--- config.mk ---
export PLATFORM = sky130hd
export DESIGN_NAME = entrada_codigo
export DESIGN_NICKNAME = d
export VERILOG_FILES = /design/src/rtl/maquina_pkg.sv /design/src/rtl/contador_timeout.sv /design/src/rtl/entrada_codigo.sv
export SDC_FILE = /design/constraint.sdc
export NUM_CORES = 1
export LEC_CHECK = 0
export CAP_MARGIN = 25
export CORE_UTILIZATION = 30
export DETAILED_ROUTE_END_ITERATION = 12
export DONT_BUFFER_PORTS = 1
export GPL_TIMING_DRIVEN = 0
export HOLD_SLACK_MARGIN = 0.06
export PLACE_DENSITY = 0.47
export SLEW_MARGIN = 40
export SYNTH_ARGS = -nofsm -noshare
export SYNTH_HDL_FRONTEND = slang
export SYNTH_SLANG_ARGS = --single-unit
--- constraint.sdc ---
create_clock -name clk -period 2.05 [get_ports clk]
set_clock_uncertainty 0.05 [all_clocks]
set_input_delay 0.3075 -clock clk [delete_from_list [all_inputs] [get_ports clk]]
set_output_delay 0.3075 -clock clk [all_outputs]
set_load 0.03 [all_outputs]
--- src/rtl/maquina_pkg.sv ---
// Shared codes for the vending controller: controller states, key codes and
// the entrada_codigo FSM encoding.
package maquina_pkg;

  localparam logic [1:0] ESPERA     = 2'b00;
  localparam logic [1:0] PRODUTO    = 2'b01;
  localparam logic [1:0] COMPARADOR = 2'b10;

  localparam logic [3:0] CONFIRMA = 4'hA;
  localparam logic [3:0] CANCELA  = 4'hB;

  typedef enum logic [1:0] {
    VAZIO        = 2'b00,
    UM_DIGITO    = 2'b01,
    DOIS_DIGITOS = 2'b10,
    ENVIADO      = 2'b11
  } entrada_estado_t;

  function automatic logic eh_digito(input logic [3:0] k);
    return k <= 4'h9;
  endfunction

endpackage

--- src/rtl/contador_timeout.sv ---
// Inactivity counter for a partial code entry; counts up while enabled and
// flags expiry once the count reaches LIMITE-1.
module contador_timeout #(
  parameter int LIMITE = 1000
) (
  input  logic clk,
  input  logic rst_n,
  input  logic enable,
  input  logic clear,
  output logic expired
);

  logic [15:0] cnt;

  assign expired = (cnt == 16'(LIMITE - 1));

  always_ff @(posedge clk or negedge rst_n) begin
    if (!rst_n) begin
      cnt <= '0;
    end else if (clear) begin
      cnt <= '0;
    end else if (enable && !expired) begin
      cnt <= cnt + 16'd1;
    end
  end

endmodule

--- src/rtl/entrada_codigo.sv ---
// Two-digit product code entry from the keypad. Optional inactivity timeout
// for partial entries is built when ENTRADA_CODIGO_TIMEOUT_EN is defined.
//
// state        | meaning
// VAZIO        | no digits held
// UM_DIGITO    | one digit held, waiting for second digit or CONFIRMA
// DOIS_DIGITOS | two digits held, waiting for CONFIRMA
// ENVIADO      | code confirmed, waiting for controller to leave and return to ESPERA
module entrada_codigo
  import maquina_pkg::*;
#(
  parameter int TIMEOUT_CYCLES = 1000
) (
  input  logic       clk,
  input  logic       rst_n,
  input  logic       tecla_valida,
  input  logic [3:0] tecla,
  input  logic [1:0] estado_ctrl,
  output logic [7:0] codigo,
  output logic       codigo_digitado,
  output logic [1:0] digitos,
  output logic       timeout_pulso
);

  entrada_estado_t state, state_next;
  logic [7:0] codigo_next;
  logic [1:0] digitos_next;
  logic       digitado_next;
  logic       saiu_espera, saiu_next;
  logic       key_aceita, eh_dig, eh_conf, eh_canc;
  logic       parcial, tempo_esgotado;

  // Keys 0xC-0xF never count as accepted, so they cannot even restart the timer.
  assign key_aceita = tecla_valida && (tecla <= CANCELA) &&
                      ((estado_ctrl == ESPERA) || (state == ENVIADO));
  assign eh_dig  = key_aceita && eh_digito(tecla);
  assign eh_conf = key_aceita && (tecla == CONFIRMA);
  assign eh_canc = key_aceita && (tecla == CANCELA);
  assign parcial = (state == UM_DIGITO) || (state == DOIS_DIGITOS);

`ifdef ENTRADA_CODIGO_TIMEOUT_EN
  logic timeout_next;

  contador_timeout #(.LIMITE(TIMEOUT_CYCLES)) u_contador (
    .clk     (clk),
    .rst_n   (rst_n),
    .enable  (parcial),
    .clear   (key_aceita || !parcial),
    .expired (tempo_esgotado)
  );

  assign timeout_next = parcial && tempo_esgotado && !key_aceita;

  always_ff @(posedge clk or negedge rst_n) begin
    if (!rst_n) timeout_pulso <= 1'b0;
    else        timeout_pulso <= timeout_next;
  end
`else
  assign tempo_esgotado = 1'b0;
  assign timeout_pulso  = 1'b0;
`endif

  always_ff @(posedge clk or negedge rst_n) begin
    if (!rst_n) begin
      state           <= VAZIO;
      codigo          <= 8'h00;
      digitos         <= 2'd0;
      codigo_digitado <= 1'b0;
      saiu_espera     <= 1'b0;
    end else begin
      state           <= state_next;
      codigo          <= codigo_next;
      digitos         <= digitos_next;
      codigo_digitado <= digitado_next;
      saiu_espera     <= saiu_next;
    end
  end

  always_comb begin
    state_next = state;
    if (eh_canc) begin
      state_next = VAZIO;
    end else begin
      case (state)
        VAZIO: begin
          if (eh_dig) state_next = UM_DIGITO;
        end
        UM_DIGITO: begin
          if (eh_dig)                              state_next = DOIS_DIGITOS;
          else if (eh_conf)                        state_next = ENVIADO;
          else if (!key_aceita && tempo_esgotado)  state_next = VAZIO;
        end
        DOIS_DIGITOS: begin
          if (eh_conf)                             state_next = ENVIADO;
          else if (!key_aceita && tempo_esgotado)  state_next = VAZIO;
        end
        ENVIADO: begin
          if (saiu_espera && (estado_ctrl == ESPERA)) state_next = VAZIO;
        end
        default: state_next = VAZIO;
      endcase
    end
  end

  always_comb begin
    codigo_next   = codigo;
    digitos_next  = digitos;
    digitado_next = 1'b0;
    saiu_next     = saiu_espera;
    if (state_next == VAZIO) begin
      codigo_next  = 8'h00;
      digitos_next = 2'd0;
      saiu_next    = 1'b0;
    end else if (state == VAZIO && state_next == UM_DIGITO) begin
      codigo_next  = {4'h0, tecla};
      digitos_next = 2'd1;
    end else if (state == UM_DIGITO && state_next == DOIS_DIGITOS) begin
      codigo_next  = {codigo[3:0], tecla};
      digitos_next = 2'd2;
    end else if (state != ENVIADO && state_next == ENVIADO) begin
      digitado_next = 1'b1;
      saiu_next     = 1'b0;
    end else if (state == ENVIADO && estado_ctrl != ESPERA) begin
      saiu_next = 1'b1;
    end
  end

endmodule

==> summary.txt, run 1 <==
Status
  – Outcome: complete, no violations

STA
  – Worst-Margin Slew: 0.684 ns
  – Post-route minimum period: 1.70 ns
  – Total negative slack for setup checks: 0 ns
  – Setup repair after global routing missed its margin: no
  – Hold Vio Cnt, Final: 0
  – Crit share post-route: 83.0%
  – Pins Over Slew Limit: 0
  – Normalized max-slew margin: 54.3%
  – Achievable frequency: 587 MHz
  – Setup violations, final: 0

Power
  – Lkg Pwr: 0.392 nW
  – Total chip power: 859 uW
  – Power per Cell Area: 1080 nW/um^2
  – Max IR drop VDD: 0.000447 V

Worst setup path
  – Startpoint kind of the worst setup timing path: register
  – Top delay family on crit path: simple AND/OR/NAND/NOR gates
  – Cell depth of the worst setup path: 6
  – CP Capture Point: saiu_espera$_DFFE_PN0P_
  – Critical path buffers and inverters: 3
  – Critical path class: reg -> reg
  – Crit Path Max Fanout: 9
  – CP cell instances: clkbuf_8 > inv_1 > or4_1 > clkbuf_2 > o221a_2 > nor3_2
  – Reg2reg setup slack: 0.35 ns
  – CP max stage cell: or4_1
  – Setup crit start: state[0]$_DFF_PN0_
  – R2R Path Start: state[0]$_DFF_PN0_
  – Critical path's largest stage delay: 0.52 ns
  – Worst setup EP type: register
  – Path depth of the worst reg2reg path: 6
  – Arrival time at the worst endpoint: 1.85 ns
  – Endpoint of the worst register-to-register path: saiu_espera$_DFFE_PN0P_
  – Critical Path RT: 2.20 ns

Routing
  – Detailed-routing iteration count for the pre-antenna-repair pass: 4
  – Post-detailed-route count of antenna-violating nets: 0
  – Drc violations: 0
  – Detailed route wirelength on metal3: 109 um
  – Via count of the routed design: 527
  – DRT Wirelength: 1440 um
  – DRT iter0 DRCs: 7
  – Top routing layer in use: met4
  – Wire length per cell after detailed routing: 14.0 um
  – Detailed-route wire length on metal 1: 670 um
  – Vias per inst: 5.12
  – Met2 wire length: 646 um

Global route
  – All-layer global routing usage: 13.9%
  – Vias in the first global route: 514
  – Antenna violations before repair: 0
  – Global route overflow: 0
  – Wire length of the first global-routing pass: 2520 um
  – Maximum number of pins on one net before global-route repair: 15

Floorplan
  – Floorplan die height: 51.0 um
  – Die X: 51.0 um
  – Effective utilization at floorplan: 32.2%
  – Placeable core region: 2230 sq um
  – Number of placed I/O pins: 21
  – Row count: 17
  – Die area: 2600 sq um

Synthesis
  – Number of synthesis warnings: 0
  – Simple-gate area share of the yosys netlist: 18.1%
  – Post-synthesis cell count: 71
  – Proportion of synthesized chip area in sequential cells: 48.7%
  – Arithmetic-cell share of the synthesized area counting full adders, half adders and majority gates: 0%
  – FF+latch count, synth: 14
  – Cell type with the largest total area after synthesis: dfrtp_1
  – Multiplexer share of the synthesized area: 8.35%
  – Synth top area cells: dfrtp_1 49%, mux2i_1 8.3%, nor2_1 5.7%
  – Combinational family with the most area after synthesis: simple AND/OR/NAND/NOR gates
  – Share of the synthesized netlist area taken by xor and xnor gates: 0%
  – Fraction of synthesized cell area taken by the top area cell type: 48.7%
  – Area fraction in compound gates after synthesis: 16.9%
  – Synth Net Count: 80
  – Yosys cell types: 31
  – Synth Area per Inst: 10.1 sq um
  – Post-synthesis instance area: 719 sq um

Placement
  – Weighted congestion at the end of routability-driven global placement: 0.809
  – Port buffer count: 0
  – Post-DP HPWL: 1080 um

CTS
  – Clock tree from TritonCTS: built
  – Inserted Clock Buffers: 3
  – Cell at the root of the clock tree: clkbuf_4
  – CTS Buffer Depth: 2
  – Clock transition at the registers of the reported paths: 0.08 ns
  – H-tree depth: 1
  – CTS sink cnt: 14
  – Setup Buffers After CTS: 0
  – Clock latency of the later-clocked register in the worst-skew pair: 0.27 ns

Run
  – Max-capacitance violation count: 0

Layout
  – Fillers: 246
  – Nets@finish: 86
  – Antenna diode count: 0
  – Share of layout cells above drive strength 1: 22.7%
  – Layout-stage area growth over the synthesis result: 10.4%

Hold path
  – Worst hold path stage count: 2
  – Worst min-delay path class: in -> reg
## what timing repair did
action,in CTS,in global routing
endpoints found under the hold margin,14,0
gates resized for setup,0,0
hold buffers,1,0
## power by group
group	switching [mW]	internal, mW
combinational	0.163	0.117
clock	0.0814	0.0680
sequential	0.0972	0.332
## flip-flops by register name, indices dropped and copies added, names as in the netlist
signal,cells
saiu_espera,1
codigo_digitado,1
codigo,8
digitos,2
state,2
## Yosys cell counts (all sizes together)
master,instances
o311ai,1
nand2,6
or4,1
inv,4
or3,1
o21ai,2
o211ai,1
a2111oi,1
mux2i,6
o22ai,3
conb,1
o31a,1
dfrtp,14
a21oi,1
nor2,11
or3b,1
nor3,1
nand4,1
o221a,1
buf,3
and4b,1
clkbuf,2
o31ai,1
o2bb2ai,1
o21a,1
a311oi,1
nand3,1
and3,1
a21o,1
## layout make-up
| cell class | count | area, sq um | area share (%) |
|---|---|---|---|
| flip-flops and latches | 14 | 350 | 44.1 |
| multi-input cells | 48 | 323 | 40.6 |
| plain buffers | 5 | 38.8 | 4.88 |
| well taps | 28 | 35.0 | 4.41 |
| clock buffers | 3 | 22.5 | 2.83 |
| inverters | 4 | 15.0 | 1.89 |
| repair buffers | 1 | 10.0 | 1.26 |
## metal layers
metal / global-route usage, % / vias up
li1: - / 261
met1: 17.9 / 248
met2: 20.2 / 16
met3: 7.14 / 2
met4: 4.17 / 0
met5: 0 / -
## logic make-up (layout without fill, tap and decap cells)
family,count (synthesis),count (layout)
buf+inv,9,13
mux,6,6
flops,14,14
simple gates,25,25
other cells,1,1
compound gates,16,16
## layout by cell type (no fill, tap or decap), drive strengths merged
| cell | instances |
|---|---|
| nor3 | 1 |
| and4b | 1 |
| dfrtp | 14 |
| o221a | 1 |
| a21oi | 1 |
| clkbuf | 5 |
| o21a | 1 |
| or3b | 1 |
| a2111oi | 1 |
| o31ai | 1 |
| o21ai | 2 |
| nor2 | 11 |
| dlygate4sd3 | 1 |
| nand2 | 6 |
| o2bb2ai | 1 |
| o311ai | 1 |
| or3 | 1 |
| inv | 4 |
| mux2i | 6 |
| o31a | 1 |
| a311oi | 1 |
| and3 | 1 |
| a21o | 1 |
| conb | 1 |
| or4 | 1 |
| nand4 | 1 |
| nand3 | 1 |
| o211ai | 1 |
| buf | 3 |
| o22ai | 3 |
## worst min-delay path by stage
stage,slack [ns],end,startpoint
4_1_cts,0.13,codigo[0]$_DFFE_PN0P_,tecla[0]
3_3_place_gp,-0.04,codigo_digitado$_DFF_PN0_,rst_n
2_1_floorplan,-0.04,codigo[0]$_DFFE_PN0P_,rst_n
3_5_place_dp,-0.04,codigo_digitado$_DFF_PN0_,rst_n
6_report,0.14,codigo[3]$_DFFE_PN0P_,tecla[3]
5_1_grt,0.13,codigo[0]$_DFFE_PN0P_,tecla[0]
## through the flow
step / utilization, % / instances / worst slack (ns) / area, sq um / hold WS (ns)
2_1_floorplan: - / 71 / 0.365 / 719 / -0.0381
3_3_place_gp: 33.8 / 99 / 0.126 / 754 / -0.0378
3_5_place_dp: 34.1 / 99 / 0.295 / 762 / -0.0378
4_1_cts: 35.6 / 103 / 0.360 / 795 / 0.131
5_1_grt: 35.6 / 103 / 0.235 / 795 / 0.127
6_report: 35.6 / 103 / 0.348 / 795 / 0.139
(Power assumes the default switching activity.)
==> inputs of run 2 (changes only) <==
--- a/config.mk
+++ b/config.mk
@@ -11,7 +11,7 @@
 export DONT_BUFFER_PORTS = 1
 export GPL_TIMING_DRIVEN = 0
 export HOLD_SLACK_MARGIN = 0.06
-export PLACE_DENSITY = 0.47
+export PLACE_DENSITY = 0.48
 export SLEW_MARGIN = 40
 export SYNTH_ARGS = -nofsm -noshare
 export SYNTH_HDL_FRONTEND = slang
==> constraint.sdc (replaced) <==
create_clock -name clk -period 1.55 [get_ports clk]
set_clock_uncertainty 0.05 [all_clocks]
set_input_delay 0.2325 -clock clk [delete_from_list [all_inputs] [get_ports clk]]
set_output_delay 0.2325 -clock clk [all_outputs]
set_load 0.03 [all_outputs]
==> run 2 against run 1 <==
Against the previous run:
- combinational power rose by 75%
- power increased by 54%
- register-to-register slack worse by 0.34 ns
- largest power group unchanged
- critical path depth stayed put
- clock power up 74%
- core utilization increased by 6.1 points
- worst hold slack worse by 0.039 ns
- non-clock buffer count grew 6
- clock-buffer cell count grew 1
- sequential cell count stayed put
==> summary.txt, run 2 (synthesis results as in run 1) <==
CTS
  – Clock tree from TritonCTS: built
  – H-tree depth: 1
  – Inserted Clock Buffers: 3
  – CTS Buffer Depth: 2
  – Clock transition at the registers of the reported paths: 0.08 ns
  – Cell at the root of the clock tree: clkbuf_4
  – CTS sink cnt: 14
  – Clock latency of the later-clocked register in the worst-skew pair: 0.28 ns

Floorplan
  – Effective utilization at floorplan: 32.2%
  – Die X: 51.0 um
  – Die area: 2600 sq um
  – Row count: 17
  – Number of placed I/O pins: 21
  – Placeable core region: 2230 sq um
  – Floorplan die height: 51.0 um

Routing
  – Post-detailed-route count of antenna-violating nets: 0
  – Drc violations: 0
  – Met2 wire length: 753 um
  – DRT iter0 DRCs: 6
  – Detailed-routing iteration count for the pre-antenna-repair pass: 4
  – Vias per inst: 5.11
  – Detailed-route wire length on metal 1: 706 um
  – Wire length per cell after detailed routing: 14.4 um
  – DRT Wirelength: 1580 um
  – Via count of the routed design: 562
  – Top routing layer in use: met3
  – Detailed route wirelength on metal3: 120 um

Power
  – Cell internal power dissipation: 813 uW
  – Flop pwr share: 43.3%
  – Max IR drop VDD: 0.000571 V
  – Power per Cell Area: 1420 nW/um^2
  – Combinational Power Share: 37.0%
  – Lkg Pwr: 0.452 nW
  – Switching part of the total: 38.4%
  – Net Sw Power: 507 uW
  – Clock power share: 19.7%

STA
  – Total negative slack for setup checks: 0 ns
  – Pins Over Slew Limit: 0
  – Normalized max-slew margin: 54.7%
  – Hold Vio Cnt, Final: 0
  – Post-route minimum period: 1.55 ns
  – Setup violations, final: 0
  – Setup repair after global routing missed its margin: yes
  – Worst-Margin Slew: 0.678 ns
  – Achievable frequency: 647 MHz
  – Crit share post-route: 99.7%

Worst setup path
  – Crit Path Max Fanout: 5
  – Endpoint of the worst register-to-register path: saiu_espera$_DFFE_PN0P_
  – Setup crit start: state[0]$_DFF_PN0_
  – Arrival time at the worst endpoint: 1.70 ns
  – CP Capture Point: saiu_espera$_DFFE_PN0P_
  – Startpoint kind of the worst setup timing path: register
  – Critical Path RT: 1.70 ns
  – R2R Path Start: state[0]$_DFF_PN0_
  – Path depth of the worst reg2reg path: 6
  – Critical path class: reg -> reg
  – Reg2reg setup slack: 0.005 ns
  – Worst setup EP type: register

Layout
  – Top reg by flops: codigo
  – Layout-stage area growth over the synthesis result: 29.4%
  – Share of layout cells above drive strength 1: 30.5%
  – Antenna diode count: 0
  – Flip-flop count of the largest register after layout: 8
  – Number of cells in the finished layout apart from fillers: 110
  – Top flop regs: codigo (8), digitos (2), state (2)
  – Most frequent cells in the layout: 14 x dfrtp_1, 11 x nor2_1, 6 x nand2_1, 6 x mux2i_1, 5 x dlygate4sd3_1
  – Most common library cell in the layout ignoring fill and taps: dfrtp_1
  – Fillers: 234
  – Nets@finish: 92

Placement
  – Post-DP HPWL: 1090 um
  – Weighted congestion at the end of routability-driven global placement: 0.800
  – Port buffer count: 0
  – Total placed cells including tap cells: 99

Global route
  – Maximum number of pins on one net before global-route repair: 15
  – Wire length of the first global-routing pass: 2680 um
  – Vias in the first global route: 593
  – All-layer global routing usage: 14.5%
  – Antenna violations before repair: 0
  – Global route overflow: 0

Run
  – Max-capacitance violation count: 0

Hold path
  – Worst min-delay path class: in -> reg

Status
  – Outcome: complete, no violations
==> run 2: layout make-up <==
| cell class | instances | area, sq um | area share, % |
|---|---|---|---|
| buffer | 5 | 57.6 | 6.18 |
| clock buffer | 4 | 36.3 | 3.90 |
| inverter | 4 | 15.0 | 1.61 |
| multi-input combinational | 48 | 372 | 39.9 |
| sequential | 14 | 350 | 37.6 |
| tap | 28 | 35.0 | 3.76 |
| timing repair buffer | 7 | 65.1 | 6.99 |
==> run 2: worst max-delay path: stages (launching register included) <==
cell and delay, ns:
dfrtp_1 0.38, clkbuf_8 0.15, buf_4 0.14, o2bb2ai_2 0.14
and3_4 0.18, o221a_4 0.28, nor3_2 0.16
==> run 2: worst min path at each step <==
| stage | slack (ns) | endpoint | startpoint | cells past startpoint |
|---|---|---|---|---|
| floorplan | -0.11 | codigo[0]$_DFFE_PN0P_ | rst_n | 0 |
| global placement | -0.11 | codigo_digitado$_DFF_PN0_ | rst_n | 0 |
| detailed placement | -0.11 | codigo_digitado$_DFF_PN0_ | rst_n | 0 |
| CTS | 0.09 | state[1]$_DFF_PN0_ | tecla[3] | 3 |
| global route | 0.10 | state[1]$_DFF_PN0_ | tecla[3] | 3 |
| finish | 0.1 | state[1]$_DFF_PN0_ | tecla[3] | 3 |
==> run 2: power by group through the flow <==
stage                     Sequential, mW  Combinational (mW)  Clock (mW)
after floorplan                    0.566               0.298           0
after global placement             0.577               0.366           0
after detailed placement           0.575               0.381           0
after CTS                          0.571               0.474       0.275
after global routing               0.585               0.550       0.282
final                              0.572               0.489       0.259
==> run 2: per-stage QoR <==
stage / total power [mW] / worst slack, ns / util, % / area, sq um / hold WS [ns]
2_1_floorplan: 0.863 / -0.0287 / - / 738 / -0.113
3_3_place_gp: 0.943 / -0.419 / 34.6 / 773 / -0.113
3_5_place_dp: 0.956 / -0.134 / 35.0 / 781 / -0.113
4_1_cts: 1.32 / 0.00484 / 41.1 / 917 / 0.0866
5_1_grt: 1.42 / -0.0579 / 41.7 / 931 / 0.105
6_report: 1.32 / 0.00460 / 41.7 / 931 / 0.0999
==> run 2: metal layers <==
layer	vias to the layer above	track usage [%]
li1	275	-
met1	267	19.0
met2	20	21.9
met3	0	7.14
met4	0	1.39
met5	-	0
==> run 2: what timing repair did <==
action | CTS | global route
resized for setup | 6 | 6
setup endpoints to repair | 8 | 14
endpoints found under the hold margin | 18 | 0
pin swaps | 1 | 2
setup buffers | 2 | 0
hold buffers | 5 | 0
